File: config.mk
export PLATFORM = sky130hd
export DESIGN_NAME = cache_ctrl_nway
export DESIGN_NICKNAME = d
export VERILOG_FILES = /design/src/rtl/cache_ctrl_nway_pkg.sv /design/src/rtl/cache_ctrl_nway_victim_sel.sv /design/src/rtl/cache_ctrl_nway.sv
export SDC_FILE = /design/constraint.sdc
export NUM_CORES = 1
export LEC_CHECK = 0
export CAP_MARGIN = 10
export CORE_MARGIN = 3
export CORE_UTILIZATION = 25
export CTS_CLUSTER_DIAMETER = 60
export CTS_CLUSTER_SIZE = 25
export DETAILED_ROUTE_END_ITERATION = 16
export PLACE_DENSITY = 0.56
export SYNTH_ARGS = -nofsm -noshare
export SYNTH_HDL_FRONTEND = slang
export SYNTH_SLANG_ARGS = --single-unit
export TNS_END_PERCENT = 30
File: constraint.sdc
create_clock -name clk -period 2.32 [get_ports clk]
set_input_delay 0.232 -clock clk [delete_from_list [all_inputs] [get_ports clk]]
set_output_delay 0.232 -clock clk [all_outputs]
set_load 0.005 [all_outputs]
File: src/rtl/cache_ctrl_nway_pkg.sv
`default_nettype none
// ============================================================================
// Module      : cache_pkg
// Description : Shared types and constants for the N-way cache controller.
// Revision    : 1.0 - initial release
// ============================================================================
package cache_pkg;

    // Controller state encoding, 4 bits wide to leave room for later states.
    typedef enum logic [3:0] {
        ST_IDLE        = 4'd0,
        ST_COMPARE     = 4'd1,
        ST_WRITE_BACK  = 4'd2,
        ST_REFILL_REQ  = 4'd3,
        ST_REFILL_DATA = 4'd4,
        ST_REFILL_DONE = 4'd5,
        ST_WRITE_THRU  = 4'd6
    } cache_state_t;

    // Values driven on mem_req_we.
    localparam logic MEM_RD = 1'b0;
    localparam logic MEM_WR = 1'b1;

endpackage
`default_nettype wire

File: src/rtl/cache_ctrl_nway_victim_sel.sv
`default_nettype none
// ============================================================================
// Module      : cache_victim_sel
// Description : Victim way chooser. Picks the lowest-index invalid way; when
//               every way is valid it uses a round-robin pointer instead.
// Revision    : 1.0 - initial release
// ============================================================================
module cache_victim_sel #(
    parameter int WAYS = 2
) (
    input  logic            clk,
    input  logic            rst,
    input  logic [WAYS-1:0] valid_way,
    input  logic            advance,
    output logic [WAYS-1:0] victim
);

    localparam int PW = (WAYS > 1) ? $clog2(WAYS) : 1;

    logic [PW-1:0]   r_rr_ptr;
    logic [WAYS-1:0] w_first_inv;
    logic [WAYS-1:0] w_rr_hot;
    logic            w_all_valid;

    assign w_all_valid = &valid_way;
    // Isolates the lowest zero bit of valid_way as a one-hot vector.
    assign w_first_inv = ~valid_way & (valid_way + WAYS'(1));

    // One-hot decode of the round-robin pointer.
    always_comb begin
        w_rr_hot = '0;
        for (int i = 0; i < WAYS; i++) begin
            w_rr_hot[i] = (r_rr_ptr == PW'(i));
        end
    end

    assign victim = w_all_valid ? w_rr_hot : w_first_inv;

    // Pointer only moves when it was actually used to choose the victim.
    always_ff @(posedge clk) begin
        if (rst) begin
            r_rr_ptr <= '0;
        end else if (advance && w_all_valid) begin
            if (r_rr_ptr == PW'(WAYS - 1)) begin
                r_rr_ptr <= '0;
            end else begin
                r_rr_ptr <= r_rr_ptr + 1'b1;
            end
        end
    end

endmodule
`default_nettype wire

File: src/rtl/cache_ctrl_nway.sv
`default_nettype none
// ============================================================================
// Module      : cache_ctrl_nway
// Description : N-way set-associative cache controller FSM with multi-beat
//               line transfers and write-back / write-through policy.
// Revision    : 1.0 - initial release
// ============================================================================
module cache_ctrl_nway
    import cache_pkg::*;
#(
    parameter int WAYS       = 2,
    parameter int BEATS      = 4,
    parameter int WRITE_BACK = 1,
    localparam int BW        = (BEATS > 1) ? $clog2(BEATS) : 1
) (
    input  logic            clk,
    input  logic            rst,
    input  logic            req_valid,
    input  logic            req_type,
    output logic            req_ready,
    input  logic [WAYS-1:0] hit_way,
    input  logic [WAYS-1:0] valid_way,
    input  logic [WAYS-1:0] dirty_way,
    output logic [WAYS-1:0] way_sel,
    output logic [BW-1:0]   beat_idx,
    output logic            read_en_cache,
    output logic            write_en_cache,
    output logic            dirty_set,
    output logic            refill,
    output logic            done_cache,
    output logic            mem_req_valid,
    input  logic            mem_req_ready,
    output logic            mem_req_we,
    input  logic            mem_resp_valid,
    output logic            mem_resp_ready
);

    localparam logic [BW-1:0] c_last_beat = BW'(BEATS - 1);
    localparam logic          c_wb        = (WRITE_BACK != 0);

    cache_state_t    r_state, w_next_state;
    logic            r_type, w_next_type;
    logic [WAYS-1:0] r_victim, w_next_victim;
    logic [BW-1:0]   r_beat, w_next_beat;
    logic [BW-1:0]   w_beat_inc;
    logic [WAYS-1:0] w_sel_victim;
    logic            w_advance;
    logic            w_last;
    logic            w_victim_dirty;

    cache_victim_sel #(
        .WAYS (WAYS)
    ) u_victim_sel (
        .clk       (clk),
        .rst       (rst),
        .valid_way (valid_way),
        .advance   (w_advance),
        .victim    (w_sel_victim)
    );

    // Beat counter wraps to zero on the last beat so the next burst starts clean.
    assign w_last         = (r_beat == c_last_beat);
    assign w_beat_inc     = w_last ? '0 : r_beat + 1'b1;
    assign w_victim_dirty = c_wb & (|(dirty_way & w_sel_victim));
    assign beat_idx       = r_beat;

    // State and context registers.
    always_ff @(posedge clk) begin
        if (rst) begin
            r_state  <= ST_IDLE;
            r_type   <= 1'b0;
            r_victim <= '0;
            r_beat   <= '0;
        end else begin
            r_state  <= w_next_state;
            r_type   <= w_next_type;
            r_victim <= w_next_victim;
            r_beat   <= w_next_beat;
        end
    end

    // Next-state, context updates and output decode.
    always_comb begin
        w_next_state   = r_state;
        w_next_type    = r_type;
        w_next_victim  = r_victim;
        w_next_beat    = r_beat;
        w_advance      = 1'b0;
        req_ready      = 1'b0;
        way_sel        = '0;
        read_en_cache  = 1'b0;
        write_en_cache = 1'b0;
        dirty_set      = 1'b0;
        refill         = 1'b0;
        done_cache     = 1'b0;
        mem_req_valid  = 1'b0;
        mem_req_we     = MEM_RD;
        mem_resp_ready = 1'b0;

        case (r_state)
            ST_IDLE: begin
                req_ready = 1'b1;
                if (req_valid) begin
                    w_next_type  = req_type;
                    w_next_state = ST_COMPARE;
                end
            end
            ST_COMPARE: begin
                if (|hit_way) begin
                    done_cache     = 1'b1;
                    way_sel        = hit_way;
                    read_en_cache  = ~r_type;
                    write_en_cache = r_type;
                    dirty_set      = r_type & c_wb;
                    w_next_state   = (r_type & ~c_wb) ? ST_WRITE_THRU : ST_IDLE;
                end else begin
                    w_next_victim = w_sel_victim;
                    w_advance     = 1'b1;
                    w_next_beat   = '0;
                    w_next_state  = w_victim_dirty ? ST_WRITE_BACK : ST_REFILL_REQ;
                end
            end
            ST_WRITE_BACK: begin
                mem_req_valid = 1'b1;
                mem_req_we    = MEM_WR;
                read_en_cache = 1'b1;
                way_sel       = r_victim;
                if (mem_req_ready) begin
                    w_next_beat = w_beat_inc;
                    if (w_last) begin
                        w_next_state = ST_REFILL_REQ;
                    end
                end
            end
            ST_REFILL_REQ: begin
                mem_req_valid = 1'b1;
                mem_req_we    = MEM_RD;
                if (mem_req_ready) begin
                    w_next_state = ST_REFILL_DATA;
                end
            end
            ST_REFILL_DATA: begin
                mem_resp_ready = 1'b1;
                way_sel        = r_victim;
                if (mem_resp_valid) begin
                    write_en_cache = 1'b1;
                    w_next_beat    = w_beat_inc;
                    if (w_last) begin
                        w_next_state = ST_REFILL_DONE;
                    end
                end
            end
            ST_REFILL_DONE: begin
                refill         = 1'b1;
                done_cache     = 1'b1;
                way_sel        = r_victim;
                read_en_cache  = ~r_type;
                write_en_cache = r_type;
                dirty_set      = r_type & c_wb;
                w_next_state   = (r_type & ~c_wb) ? ST_WRITE_THRU : ST_IDLE;
            end
            ST_WRITE_THRU: begin
                mem_req_valid = 1'b1;
                mem_req_we    = MEM_WR;
                if (mem_req_ready) begin
                    w_next_state = ST_IDLE;
                end
            end
            default: begin
                w_next_state = ST_IDLE;
            end
        endcase
    end

endmodule
`default_nettype wire

==> flow_metrics.py <==
metrics = {
    "run_status": {
        "outcome": "finished, final reports clean",
    },
    "timing": {
        "setup_violations": 0,
        "hold_viol": 0,
        "max_freq_ghz": 0.473,
        "rsz0062_at_grt": "false",
        "tns_ps": 0,
        "maxSlewViolCount": 0,
        "fin_crit_sh": 0.911,
        "fin_skew_ps": 0.567,
        "relSlewSlack": 0.754,
        "worst_pin_slew_ps": 368,
        "timing.hold.ws_ps": 474,
        "period_minus_slack_ps": 2110,
    },
    "global_routing": {
        "grt_pass1_vias": 624,
        "grt_pass1_wl_um": 2780,
        "gr-total-overflow": 0,
        "grt_usage": 0.110,
        "grt_max_degree": 13,
        "antenna_found_initial": 0,
    },
    "cts": {
        "cts_setup_buffers": 0,
        "cts_buffers": 3,
        "ctsRootBufferMaster": "clkbuf_4",
        "htreeDepth": 1,
        "cts_resized": 0,
        "path_clk_slew_ps": 70,
        "cts_sinks": 9,
        "clock_latency_ps": 260,
        "cts_tree": "done",
        "hold_buffers": 0,
        "cts_buffer_depth": 2,
    },
    "die": {
        "ios": 25,
        "rows": 17,
        "die_h_um": 56.6,
        "start_util": 0.276,
        "die_width_um": 56.6,
        "die-area_um2": 3210,
        "coreArea_um2": 2320,
    },
    "pwr": {
        "cellPowerDensity_nw_per_um2": 437,
        "leakage_nw": 0.318,
        "worst_ir_drop_vdd_mv": 0.279,
        "share_seq_of_total_power": 0.416,
        "combPwrFrac": 0.270,
        "p_clk_frac": 0.313,
        "power.switching_w": 0.000122,
        "switching_share": 0.299,
        "p_int_w": 0.000286,
    },
    "cells_and_area": {
        "layout.nets": 122,
        "diodes": 0,
        "mostFrequentLayoutCell": "clkdlybuf4s50_1",
        "stdcell_area_um2": 933,
        "most-common-layout-cells": "clkdlybuf4s50_1, dfxtp_1, nand2_1, a21oi_1, nor2_1",
        "area_delta_synth_final_pct": 45.7,
        "drive_gt1_frac": 0.139,
    },
    "setup_path": {
        "critPathLaunchType": "primary input",
        "critPathMaxFanout": 5,
        "cp-end-kind": "output pin",
        "cp_cell_sequence": "clkdlybuf4s50_1, nor3_4, nor2_1, and2_4, a31o_2, clkdlybuf4s50_1",
        "cp_slowest_cell": "clkdlybuf4s50_1",
        "cp_common_cell": "clkdlybuf4s50_1",
        "cp.arrival_ps": 1880,
        "cpPeakStageDelay_ps": 460,
        "crit_type": "in -> out",
        "critPathRequiredTime_ps": 2090,
    },
    "route": {
        "vias_per_cell": 5.15,
        "remaining_drc_errors": 0,
        "wl_per_cell_um": 12.5,
        "first_pass_iters": 4,
        "antenna_left": 0,
        "vias": 700,
        "wirelength_um": 1700,
        "drtIter0Drc": 2,
    },
    "synth": {
        "yosys.area.top_type_share": 0.281,
        "seq_area_frac_synth": 0.281,
        "synth_ff_type": "dfxtp_1",
        "synth_cells": 82,
        "ys_seq_elements": 9,
        "syn-num-nets": 95,
        "synth_cell_type_count": 39,
        "avgSynthCellArea_um2": 7.81,
        "synth_area_leaders": "dfxtp_1, a21oi_1, nand2_1",
        "yosysWarnings": 0,
        "netlist_area_um2": 641,
        "async_reset_ff_frac": 0,
        "synth_area_leader_cell": "dfxtp_1",
        "synth_edf_count": 0,
    },
    "placement": {
        "io_buffers": 24,
        "place_congestion": 0.742,
        "hpwl_um": 1290,
        "post_dp_cell_area_um2": 906,
    },
    "min_path": {
        "hold_path.class": "reg -> reg",
    },
    "flow_run": {
        "drv_cap": 0,
    },
}
==> registers in the layout (all words and copies together), names as in the netlist <==
register and cells:
r_victim 2, u_victim_sel.r_rr_ptr 1, r_state 3, beat_idx 2, r_type 1
==> worst max-delay path, delay by kind of cell <==
family / cells / cell delay (ps)
buf+inv: 2 / 900
simple gates: 3 / 550
compound gates: 1 / 200
==> final cells by class <==
class                   instances  area, µm²
clock buffers                   3       22.5
fillers                       241       1390
flip-flops and latches          9        180
inverters                       1       3.75
repair buffers                 27        263
multi-input cells              67        424
clock inverters                 1       5.00
well taps                      28       35.0
==> cell usage after synthesis, types with 2 or more instances <==
master and count:
nand2b_1 2, a21oi_1 8, nand4_1 2, o21ai_0 3, buf_2 2, nand2_1 8, nor2_1 7, a21boi_0 2
a22oi_1 2, nor2b_1 2, nand3_1 5, nand3b_1 4, dfxtp_1 9
==> layer usage <==
metal	track usage	routed length, µm	vias to the layer above
li1	-	-	356
met2	0.177	738	22
met3	0.0230	115	4
met5	0	0	-
met4	0.0508	25	0
met1	0.140	816	318
==> path summary, 6_finish.rpt <==
kind | startpoint | end | slack (ps) | depth (start not counted)
worst max-delay path | hit_way[1] | write_en_cache | 210 | 6
worst min register to register | r_type$_SDFFE_PP0P_ | r_type$_SDFFE_PP0P_ | 470 | 2
worst max register to register | r_state[2]$_SDFFE_PP0P_ | beat_idx[0]$_SDFFE_PP0P_ | 900 | 5
worst min-delay path | r_type$_SDFFE_PP0P_ | r_type$_SDFFE_PP0P_ | 470 | 2
==> logic make-up (layout without fill, tap and decap cells) <==
family                     count (synthesis)  after routing  share of synthesized area
and+or+nand+nor                           39             39                      0.359
AOI/OAI and AO/OA                         25             25                      0.256
DFF                                        9              9                      0.281
buffers and inverters                      6             32                     0.0566
xor gates and xnor gates                   2              2                     0.0273
adders and majority gates                  1              1                     0.0195
==> power by group through the flow <==
stage / clock, W / combinational [W] / sequential [W]
after global placement: 0 / 0.000110 / 0.000173
after floorplan: 0 / 0.0000572 / 0.000168
final: 0.000128 / 0.000110 / 0.000170
after global routing: 0.000138 / 0.000122 / 0.000171
after CTS: 0.000128 / 0.000111 / 0.000170
after detailed placement: 0 / 0.000110 / 0.000173
==> through the flow <==
stage,setup slack [ps],total power (W),utilization,cells
finish,206,0.000408,0.403,136
global placement,211,0.000284,0.391,132
global route,99.1,0.000431,0.403,136
floorplan,1000,0.000225,-,82
CTS,172,0.000409,0.403,136
detailed placement,182,0.000284,0.391,132
No activity file was read; power rests on OpenSTA's default activity.
